$ cat src/rtl/uart_rx.sv
// rtl/uart_rx.sv - UART receiver: start/data/stop deserialiser with glitch reject and framing-error/break handling.
// Optional rx input synchroniser enabled by defining UART_RX_SYNC_EN.
module uart_rx #(
    parameter int D_WIDTH      = 10,
    parameter int CLKS_PER_BIT = 1
) (
    input  logic               clk,
    input  logic               rst,
    input  logic               rx,
    output logic [D_WIDTH-1:0] rx_data,
    output logic               rx_valid,
    output logic               rx_err,
    output logic               rx_busy
);

    localparam int CNT_W = $clog2(CLKS_PER_BIT + 1);
    localparam int HALF  = (CLKS_PER_BIT - 1) / 2;
    localparam int BIT_W = $clog2(D_WIDTH + 1);

    localparam logic [CNT_W-1:0] CNT_LAST = CNT_W'(CLKS_PER_BIT - 1);
    localparam logic [CNT_W-1:0] CNT_HALF = CNT_W'(HALF);
    localparam logic [CNT_W-1:0] CNT_ONE  = CNT_W'(1);
    localparam logic [BIT_W-1:0] BIT_LAST = BIT_W'(D_WIDTH - 1);
    localparam logic [BIT_W-1:0] BIT_ONE  = BIT_W'(1);

    typedef enum logic [2:0] {
        IDLE,
        START,
        DATA,
        STOP,
        BREAK
    } state_t;

    state_t             state;
    logic [CNT_W-1:0]   cnt;
    logic [BIT_W-1:0]   bit_idx;
    logic [D_WIDTH-1:0] shift;
    logic               rx_s;

`ifdef UART_RX_SYNC_EN
    // Two-flop synchroniser; resets to the idle line level so reset never fakes a start bit.
    logic [1:0] sync_q;

    always_ff @(posedge clk or posedge rst) begin
        if (rst) begin
            sync_q <= 2'b11;
        end else begin
            sync_q <= {sync_q[0], rx};
        end
    end

    assign rx_s = sync_q[1];
`else
    assign rx_s = rx;
`endif

    always_ff @(posedge clk or posedge rst) begin
        if (rst) begin
            state    <= IDLE;
            cnt      <= '0;
            bit_idx  <= '0;
            shift    <= '0;
            rx_data  <= '0;
            rx_valid <= 1'b0;
            rx_err   <= 1'b0;
            rx_busy  <= 1'b0;
        end else begin
            rx_valid <= 1'b0;
            rx_err   <= 1'b0;
            case (state)
                IDLE: begin
                    cnt     <= '0;
                    bit_idx <= '0;
                    if (!rx_s) begin
                        rx_busy <= 1'b1;
                        // With a zero half-bit offset this detection already is the mid-bit re-check.
                        if (HALF == 0) begin
                            state <= DATA;
                        end else begin
                            state <= START;
                            cnt   <= CNT_ONE;
                        end
                    end
                end
                START: begin
                    if (cnt == CNT_HALF) begin
                        cnt <= '0;
                        if (rx_s) begin
                            state   <= IDLE;
                            rx_busy <= 1'b0;
                        end else begin
                            state <= DATA;
                        end
                    end else begin
                        cnt <= cnt + CNT_ONE;
                    end
                end
                DATA: begin
                    if (cnt == CNT_LAST) begin
                        cnt     <= '0;
                        shift   <= {rx_s, shift[D_WIDTH-1:1]};
                        bit_idx <= bit_idx + BIT_ONE;
                        if (bit_idx == BIT_LAST) begin
                            state <= STOP;
                        end
                    end else begin
                        cnt <= cnt + CNT_ONE;
                    end
                end
                STOP: begin
                    if (cnt == CNT_LAST) begin
                        cnt <= '0;
                        if (rx_s) begin
                            rx_data  <= shift;
                            rx_valid <= 1'b1;
                            rx_busy  <= 1'b0;
                            state    <= IDLE;
                        end else begin
                            rx_err <= 1'b1;
                            state  <= BREAK;
                        end
                    end else begin
                        cnt <= cnt + CNT_ONE;
                    end
                end
                BREAK: begin
                    // A line stuck low after a bad stop bit must go idle before another frame can start.
                    if (rx_s) begin
                        state   <= IDLE;
                        rx_busy <= 1'b0;
                    end
                end
                default: begin
                    state   <= IDLE;
                    rx_busy <= 1'b0;
                end
            endcase
        end
    end

endmodule
$ cat config.mk
export PLATFORM = sky130hd
export DESIGN_NAME = uart_rx
export DESIGN_NICKNAME = d
export VERILOG_FILES = /design/src/rtl/uart_rx.sv
export SDC_FILE = /design/constraint.sdc
export NUM_CORES = 1
export LEC_CHECK = 0
export CORE_MARGIN = 5
export CORE_UTILIZATION = 25
export DETAILED_ROUTE_END_ITERATION = 6
export PLACE_DENSITY = 0.54
export SYNTH_ARGS = -nofsm -noshare
export SYNTH_HDL_FRONTEND = slang
export SYNTH_SLANG_ARGS = --single-unit
$ cat constraint.sdc
create_clock -name clk -period 1.3 [get_ports clk]
set_clock_uncertainty 0.1 [all_clocks]
set_input_delay 0.13 -clock clk [delete_from_list [all_inputs] [get_ports clk]]
set_output_delay 0.13 -clock clk [all_outputs]
set_load 0.005 [all_outputs]
Word-level counts from Yosys, hierarchy flattened
Cells that the tools add are included.
{"block": "classes", "muxes": 23, "n_shift": 0, "n_eq_ne": 12, "bitwise_logic": 2, "div_mod_pow": 0, "add_sub_neg": 2, "reduce_logical": 10, "mul": 0, "order_cmp": 0}
{"op": "3-bit two-way mux", "n": 7}
{"op": "3-bit one-hot mux with 5 select lines", "n": 1}
{"op": "2-bit != test, second input constant", "n": 7}
{"op": "1-bit two-way mux", "n": 10}
{"op": "4-bit one-hot mux with 2 select lines", "n": 1}
{"op": "3-bit by 2-bit == test with 1-bit output, second input constant", "n": 2}
{"op": "3-bit AND reduction", "n": 2}
{"op": "6-bit AND reduction", "n": 1}
{"op": "4-bit by 1-bit adder with 4-bit output, second input constant", "n": 1}
{"op": "4-bit == test, second input constant", "n": 1}
{"op": "4-bit two-way mux", "n": 1}
{"op": "1-bit one-hot mux with 4 select lines", "n": 1}
{"op": "2-bit AND reduction", "n": 2}
{"op": "2-bit nonzero test", "n": 2}
{"op": "3-bit by 1-bit == test with 1-bit output, second input constant", "n": 1}
{"op": "3-bit == test, second input constant", "n": 1}
{"op": "3-bit logical NOT", "n": 1}
{"op": "3-bit OR reduction", "n": 1}
{"op": "2-bit two-way mux", "n": 1}
{"op": "1-bit inverter", "n": 2}
{"op": "1-bit one-hot mux with 2 select lines", "n": 1}
{"op": "2-bit OR reduction", "n": 1}
{"op": "1-bit adder, second input constant", "n": 1}
{"block": "word_totals", "inputBits": 3, "regBits": 31, "out_inout_bits": 13, "rom_bits": 0, "wordCells": 57, "n_memories": 0, "mem_bits_rw": 0, "latchBits": 0}

Longest topological paths before layout
Gate-level depths: netlist of run 1.
{"block": "depth", "word_depth": 4, "depth_mapped": 4, "depth_no_buf": 4}

Least setup slack after synthesis of run 1
No wires, ideal clock.
{"block": "synth_timing", "kind": "reg2reg", "start": "register state[1]", "end": "register shift[0]", "setup_time_ns": 0.125, "period_less_slack_ns": 1.462, "setup_slack_ns": -0.162, "arrival_ns": 1.237, "required_ns": 1.075, "path_stages_with_launch": 5, "n_path_buf": 2, "cell_sequence": "dfrtp_1 > buf_4 > nor3b_1 > buf_4 > mux2_2"}
{"block": "synth_via", "elab_chain_len": 2}
{"item": "start: declaration", "line": "34", "rtl": "state_t state;"}
{"item": "start signal: assignment", "line": "59", "rtl": "state <= IDLE;"}
{"item": "start signal: assignment", "line": "78", "rtl": "state <= DATA;"}
{"item": "start signal: assignment", "line": "80", "rtl": "state <= START;"}
{"item": "3-bit by 2-bit == test with 1-bit output", "line": "70", "rtl": "case (state)"}
{"item": "2-bit AND reduction (no source line)"}
{"item": "end signal: assignment", "line": "101", "rtl": "shift <= {rx_s, shift[D_WIDTH-1:1]};"}
{"item": "end: declaration", "line": "37", "rtl": "logic [D_WIDTH-1:0] shift;"}
Every way passes these cells.
A chain may end at the register's enable or synchronous reset.

Worst setup path after layout of run 1
{"block": "layout_timing", "start": "register state[2]", "end": "register rx_data[2]"}
{"block": "layout_via", "elab_chain_len": 2}
{"item": "3-bit by 2-bit == test with 1-bit output", "line": "70"}
{"item": "3-bit AND reduction (no source line)"}
{"item": "end signal: assignment", "line": "114", "rtl": "rx_data <= shift;"}
{"item": "end: declaration", "line": "10", "rtl": "output logic [D_WIDTH-1:0] rx_data,"}
Every way passes these cells.

==> results of run 1 <==
routing by layer:
metal | track usage | up-vias
li1 | - | 378
met1 | 0.0916 | 390
met2 | 0.127 | 16
met3 | 0.0485 | 6
met4 | 0.0304 | 0
met5 | 0 | -
report_power, final:
| group | switching [mW] | total (mW) | internal (mW) |
|---|---|---|---|
| logic | 0.533 | 1.53 | 0.992 |
| clock network | 0.306 | 0.673 | 0.367 |
| registers | 0.247 | 1.58 | 1.33 |
| total | 1.09 | 3.78 | 2.69 |
flip-flops by register name, summed over array words and instances (netlist names):
register	count
rx_data	10
rx_valid	1
shift	10
bit_idx	4
state	3
rx_busy	1
rx_err	1
through the flow:
| step | area [sq um] | hold WS (ns) | std cells | utilization |
|---|---|---|---|---|
| global route | 1690 | 0.101 | 190 | 0.358 |
| global placement | 1550 | 0.389 | 180 | 0.328 |
| detailed placement | 1550 | 0.394 | 180 | 0.328 |
| floorplan | 1220 | 0.0956 | 89 | - |
| CTS | 1660 | 0.0980 | 190 | 0.351 |
| finish | 1690 | 0.0857 | 190 | 0.358 |
what timing repair did:
action	4_1_cts	5_1_grt
pin swaps	1	1
resized for setup	20	9
endpoints found under the setup margin	34	27
setup buffers	3	0
critical path: stages, from the launching register on:
cell and delay [ns]:
dfrtp_1 0.41, and3b_1 0.22, nand2_2 0.08, buf_12 0.13, mux2_2 0.34
area by class of cell:
class / count / area share
timing repair buffer: 30 / 0.165
multi-input combinational: 52 / 0.288
inverter: 4 / 0.00888
sequential: 30 / 0.444
clock buffer: 7 / 0.0451
tap: 67 / 0.0496
cells in the mapped netlist, drive strengths merged:
cell     n
dfrtp   30
mux2    21
inv      4
nand2    4
nor2     4
o21ai    4
buf      3
nor2b    3
ha       2
nand2b   2
nand3    2
a211oi   1
a21oi    1
a22o     1
and3b    1
and4b    1
nand3b   1
nor3     1
nor3b    1
o311ai   1
or2      1
logic make-up (layout without fill, tap and decap cells):
group                    after synthesis  after routing  synth area share
AO/OA/AOI/OAI                          8              8            0.0410
adder cells (fa/ha/maj)                2              2            0.0205
buffers and inverters                  7             41            0.0338
flip-flops                            30             30             0.615
multiplexers                          21             21             0.194
AND/OR/NAND/NOR                       21             21            0.0954
how the worst min path moves through the flow:
| stage | slack, ns | startpoint | cells past startpoint | end |
|---|---|---|---|---|
| floorplan | 0.1 | rx | 1 | rx_err |
| global placement | 0.39 | rst | 3 | rx_data[2] |
| detailed placement | 0.39 | rx_data[8] | 1 | rx_data[8] |
| CTS | 0.1 | rst | 3 | state[0] |
| global route | 0.10 | rst | 3 | state[1] |
| finish | 0.09 | rst | 3 | rx_data[2] |
==> flow_summary.ini, run 1 <==
[detailed_routing]
wl_met2_um = 1070
highest_layer = met4
vias = 790
drc_errors = 0
drtIter0Drc = 24
route.met3.wl_um = 126
wirelength_met1_um = 984
drt_wl_total_um = 2210
ant_nets = 0
routedWlPerCell_um = 11.7
viasPerCell = 4.16
drtPass1Iterations = 3

[timing]
fmax_ghz = 0.717
finalCritPeriodShare = 1.07
slew_headroom = 0.857
fin_ws_ns = -0.0943
setup_tns_ns = -1.32
hold_viol = 0
fin_crit_ns = 1.39
drv_slew = 0
tightestPinTransition_ns = 0.214
setup_viol = 21
rsz0062_at_grt = true

[global_routing]
grt_max_degree = 31
grt_pass1_wl_um = 3910
grt_pass1_vias = 820
grt_use_total = 0.0816
overflow = 0
antenna_found_initial = 0

[synth]
yosysTopAreaCellShare = 0.615
synth.distinct_cells = 22
syn_area_per_cell_sq_um = 13.7
synthesis.area_sq_um = 1220
yosys.area.top_type = dfrtp_1
synth_cells = 89
syn-num-nets = 94
yosysWarnings = 0
synth.area.top_cells = dfrtp_1 62%, mux2_2 19%, ha_1 2.1%
ys_seq_area_frac = 0.615
ys_seq_elements = 30

[cells_and_area]
layout.cells.most_common = dfrtp_1
area_growth_pct = 38.7
layout_common_cells = 30 x dfrtp_1, 12 x dlygate4sd2_1, 12 x buf_4, 11 x mux2_2, 10 x mux2_4
n_antenna_cell = 0
multi_input_area_sq_um = 487
fillers = 462
nNetsFinal = 128
final_layout_size_suffix_gt1_frac = 0.382
layout.area.seq_sq_um = 751

[clock_tree]
ctsHtreeMaxLevel = 2
clk_pin_slew_worst_paths_ns = 0.06
ctsHoldBuffers = 0
cts_made_buffers = 5
cts.path.max_buffers = 2
cts.sinks = 30
cts_tree = built
clk_latency_ns = 0.27
clockRootBuffer = clkbuf_8

[setup_path]
critPathCaptureType = register
r2r_slack_ns = -0.09
startpoint_type = register
startpoint = state[2]
reg2reg_to = rx_data[2]
critPathMaxFanout = 11
cp.arrival_ns = 1.45
reg2reg_depth = 4
r2r_start = state[2]
endpoint = rx_data[2]
worstSetupPathType = reg -> reg
crit_required_ns = 1.35

[die]
die_h_um = 79.9
rows = 25
io_pins = 16
start_util = 0.258
die-width_um = 79.9
die_area_sq_um = 6380
core_area_sq_um = 4720

[job]
cap_violations = 0

[outcome]
status = finished with violations
violations = setup timing

[pwr]
p_per_area_nw_per_um2 = 2230
p_leak_nw = 0.857
peakVddDrop_mv = 0.553
finalPower_mw = 3.78

[placed_design]
pre_cts_ws_ns = -0.120
dpl.hpwl_um = 1510
routabilityCongestion = 0.701
port_buffers = 15

[hold_path]
hp-class = in -> async
No activity file was read; power rests on OpenSTA's default activity.
==> run 2, diff against run 1 <==
--- a/config.mk
+++ b/config.mk
@@ -5,6 +5,7 @@
 export SDC_FILE = /design/constraint.sdc
 export NUM_CORES = 1
 export LEC_CHECK = 0
+export CORE_ASPECT_RATIO = 1.75
 export CORE_MARGIN = 5
 export CORE_UTILIZATION = 25
 export DETAILED_ROUTE_END_ITERATION = 6
==> run 2 against run 1 <==
Compared with the run above:
- count of clock-buffer cells in the layout is 2 lower
- highest routed layer unchanged
- critical endpoint is now rx_data[5]
- total power is 5.6% higher
- flip-flop and latch count stayed put
- register-to-register slack better by 0.02 ns
- critical path depth stayed put
- sequential share of layout area is 0.77 points higher
- cell count is 8.9% lower
- via count is 1.8% lower
- the flow still finishes with violations (setup timing)
- non-clock buffer count is 3 lower
- critical path type unchanged
- largest cell class unchanged
- cell area is 1.7% lower
==> flow_summary.ini, run 2 (synthesis results as in run 1) <==
[outcome]
status = finished with violations
violations = setup timing

[setup_path]
max_stage_delay_ns = 0.41
critPathMaxFanout = 11
critPathCaptureType = register
cp.arrival_ns = 1.44
startpoint_type = register
crit_chain = and3b_1 -> nand2_2 -> buf_12 -> mux2_2
reg2reg_depth = 4
r2r_start = state[0]
critical-path-slowest-cell = dfrtp_1
reg2reg_to = rx_data[5]
crit_required_ns = 1.37
r2r_slack_ns = -0.08
worstSetupPathType = reg -> reg

[cells_and_area]
layout.cells.most_common = dfrtp_1
fin_cells = 173
n_antenna_cell = 0
nNetsFinal = 125
reg.largest.list = rx_data: 10 flops, shift: 10 flops, bit_idx: 4 flops
fin_area_sq_um = 1660
layout_common_cells = 30 x dfrtp_1, 13 x dlygate4sd2_1, 11 x mux2_2, 10 x mux2_4, 10 x buf_4
final_layout_size_suffix_gt1_frac = 0.372
area_growth_pct = 36.3

[hold_path]
hp-class = in -> async

[placed_design]
placed_cell_area_sq_um = 1520
routabilityCongestion = 0.758
port_buffers = 15
dpl.hpwl_um = 1790
placed_cells = 165
pre_cts_ws_ns = -0.124

[detailed_routing]
drtIter0Drc = 8
routedWlPerCell_um = 13.9
drc_errors = 0
drtPass1Iterations = 2
drt_wl_total_um = 2400
vias = 776
ant_nets = 0
viasPerCell = 4.49

[clock_tree]
cts_made_buffers = 5
ctsHtreeMaxLevel = 2
ctsHoldBuffers = 0
cts.path.max_buffers = 2
cts_tree = built
clk_pin_slew_worst_paths_ns = 0.06
clk_latency_ns = 0.28
cts.sinks = 30
clockRootBuffer = clkbuf_8

[timing]
fin_crit_ns = 1.38
slew_headroom = 0.866
fmax_ghz = 0.726
setup_viol = 20
finalCritPeriodShare = 1.06
hold_viol = 0
drv_slew = 0
fin_ws_ns = -0.0778
tightestPinTransition_ns = 0.200
rsz0062_at_grt = true

[die]
start_util = 0.259
die_area_sq_um = 6430
die-width_um = 62.8
core_area_sq_um = 4710
die_h_um = 102
io_pins = 16
rows = 33

[global_routing]
grt_max_degree = 17
grt_pass1_wl_um = 4110
grt_use_total = 0.0839
overflow = 0
antenna_found_initial = 0
grt_pass1_vias = 853

[pwr]
peakVddDrop_mv = 1.31
p_leak_nw = 0.843
p_per_area_nw_per_um2 = 2400

[job]
cap_violations = 0
run 2: cell count changes in the layout (fill, tap and decap cells not counted), sizes merged:
| cell | before | now |
|---|---|---|
| bufinv | 0 | 1 |
| dlygate4sd2 | 12 | 13 |
| clkbuf | 7 | 5 |
| buf | 15 | 12 |
| dlymetal6s2s | 1 | 0 |
| clkinv | 0 | 2 |
run 2: final cells by class:
type,count,area [sq um]
Sequential cell,30,751
Multi-Input combinational cell,52,483
Tap cell,52,65.1
Clock buffer,5,68.8
Fill cell,507,3040
Inverter,4,15.0
Timing Repair Buffer,27,240
Clock inverter,3,40.0
run 2: timing repair:
item | CTS | global route
gates resized for setup | 28 | 0
buffers inserted | 0 | 0
endpoints found under the setup margin | 35 | 20
cloned | 0 | 0
pin swaps | 3 | 1
run 2: report_power, final:
part	total [mW]	switching, mW	internal (mW)
Combinational	1.48	0.527	0.953
Sequential	1.60	0.269	1.33
Clock	0.908	0.346	0.563
Total	3.99	1.14	2.85
run 2: how the worst max path moves through the flow:
stage	start	to	slack, ns	cells past startpoint
3_3_place_gp	state[2]	bit_idx[3]	-0.12	3
5_1_grt	state[0]	rx_data[5]	-0.10	4
6_report	state[0]	rx_data[5]	-0.08	4
2_1_floorplan	state[2]	rx_data[0]	-0.10	4
4_1_cts	state[1]	rx_data[5]	-0.07	4
3_5_place_dp	state[2]	bit_idx[3]	-0.12	3
run 2: metal layers:
metal  share of wire  GRT usage  vias to the layer above
met4           0.025     0.0539                        0
met3           0.045     0.0319                        7
li1                -          -                      370
met5               0          0                        -
met2            0.58      0.150                       14
met1            0.35     0.0794                      385
run 2: worst max-delay path, delay by kind of cell (launching register included):
| family | cells | cell delay, ns |
|---|---|---|
| flip-flops | 1 | 0.41 |
| multiplexers | 1 | 0.33 |
| buffers and inverters | 1 | 0.13 |
| AND/OR/NAND/NOR | 2 | 0.29 |
run 2: stage by stage:
| stage | setup TNS, ns | total power, mW | utilization | hold WS, ns |
|---|---|---|---|---|
| CTS | -1.11 | 4.07 | 0.353 | 0.0706 |
| finish | -1.21 | 3.99 | 0.353 | 0.0798 |
| global route | -1.57 | 4.27 | 0.353 | 0.108 |
| detailed placement | -1.33 | 2.99 | 0.322 | 0.379 |
| floorplan | -1.61 | 2.36 | - | 0.0956 |
| global placement | -1.33 | 2.93 | 0.322 | 0.383 |
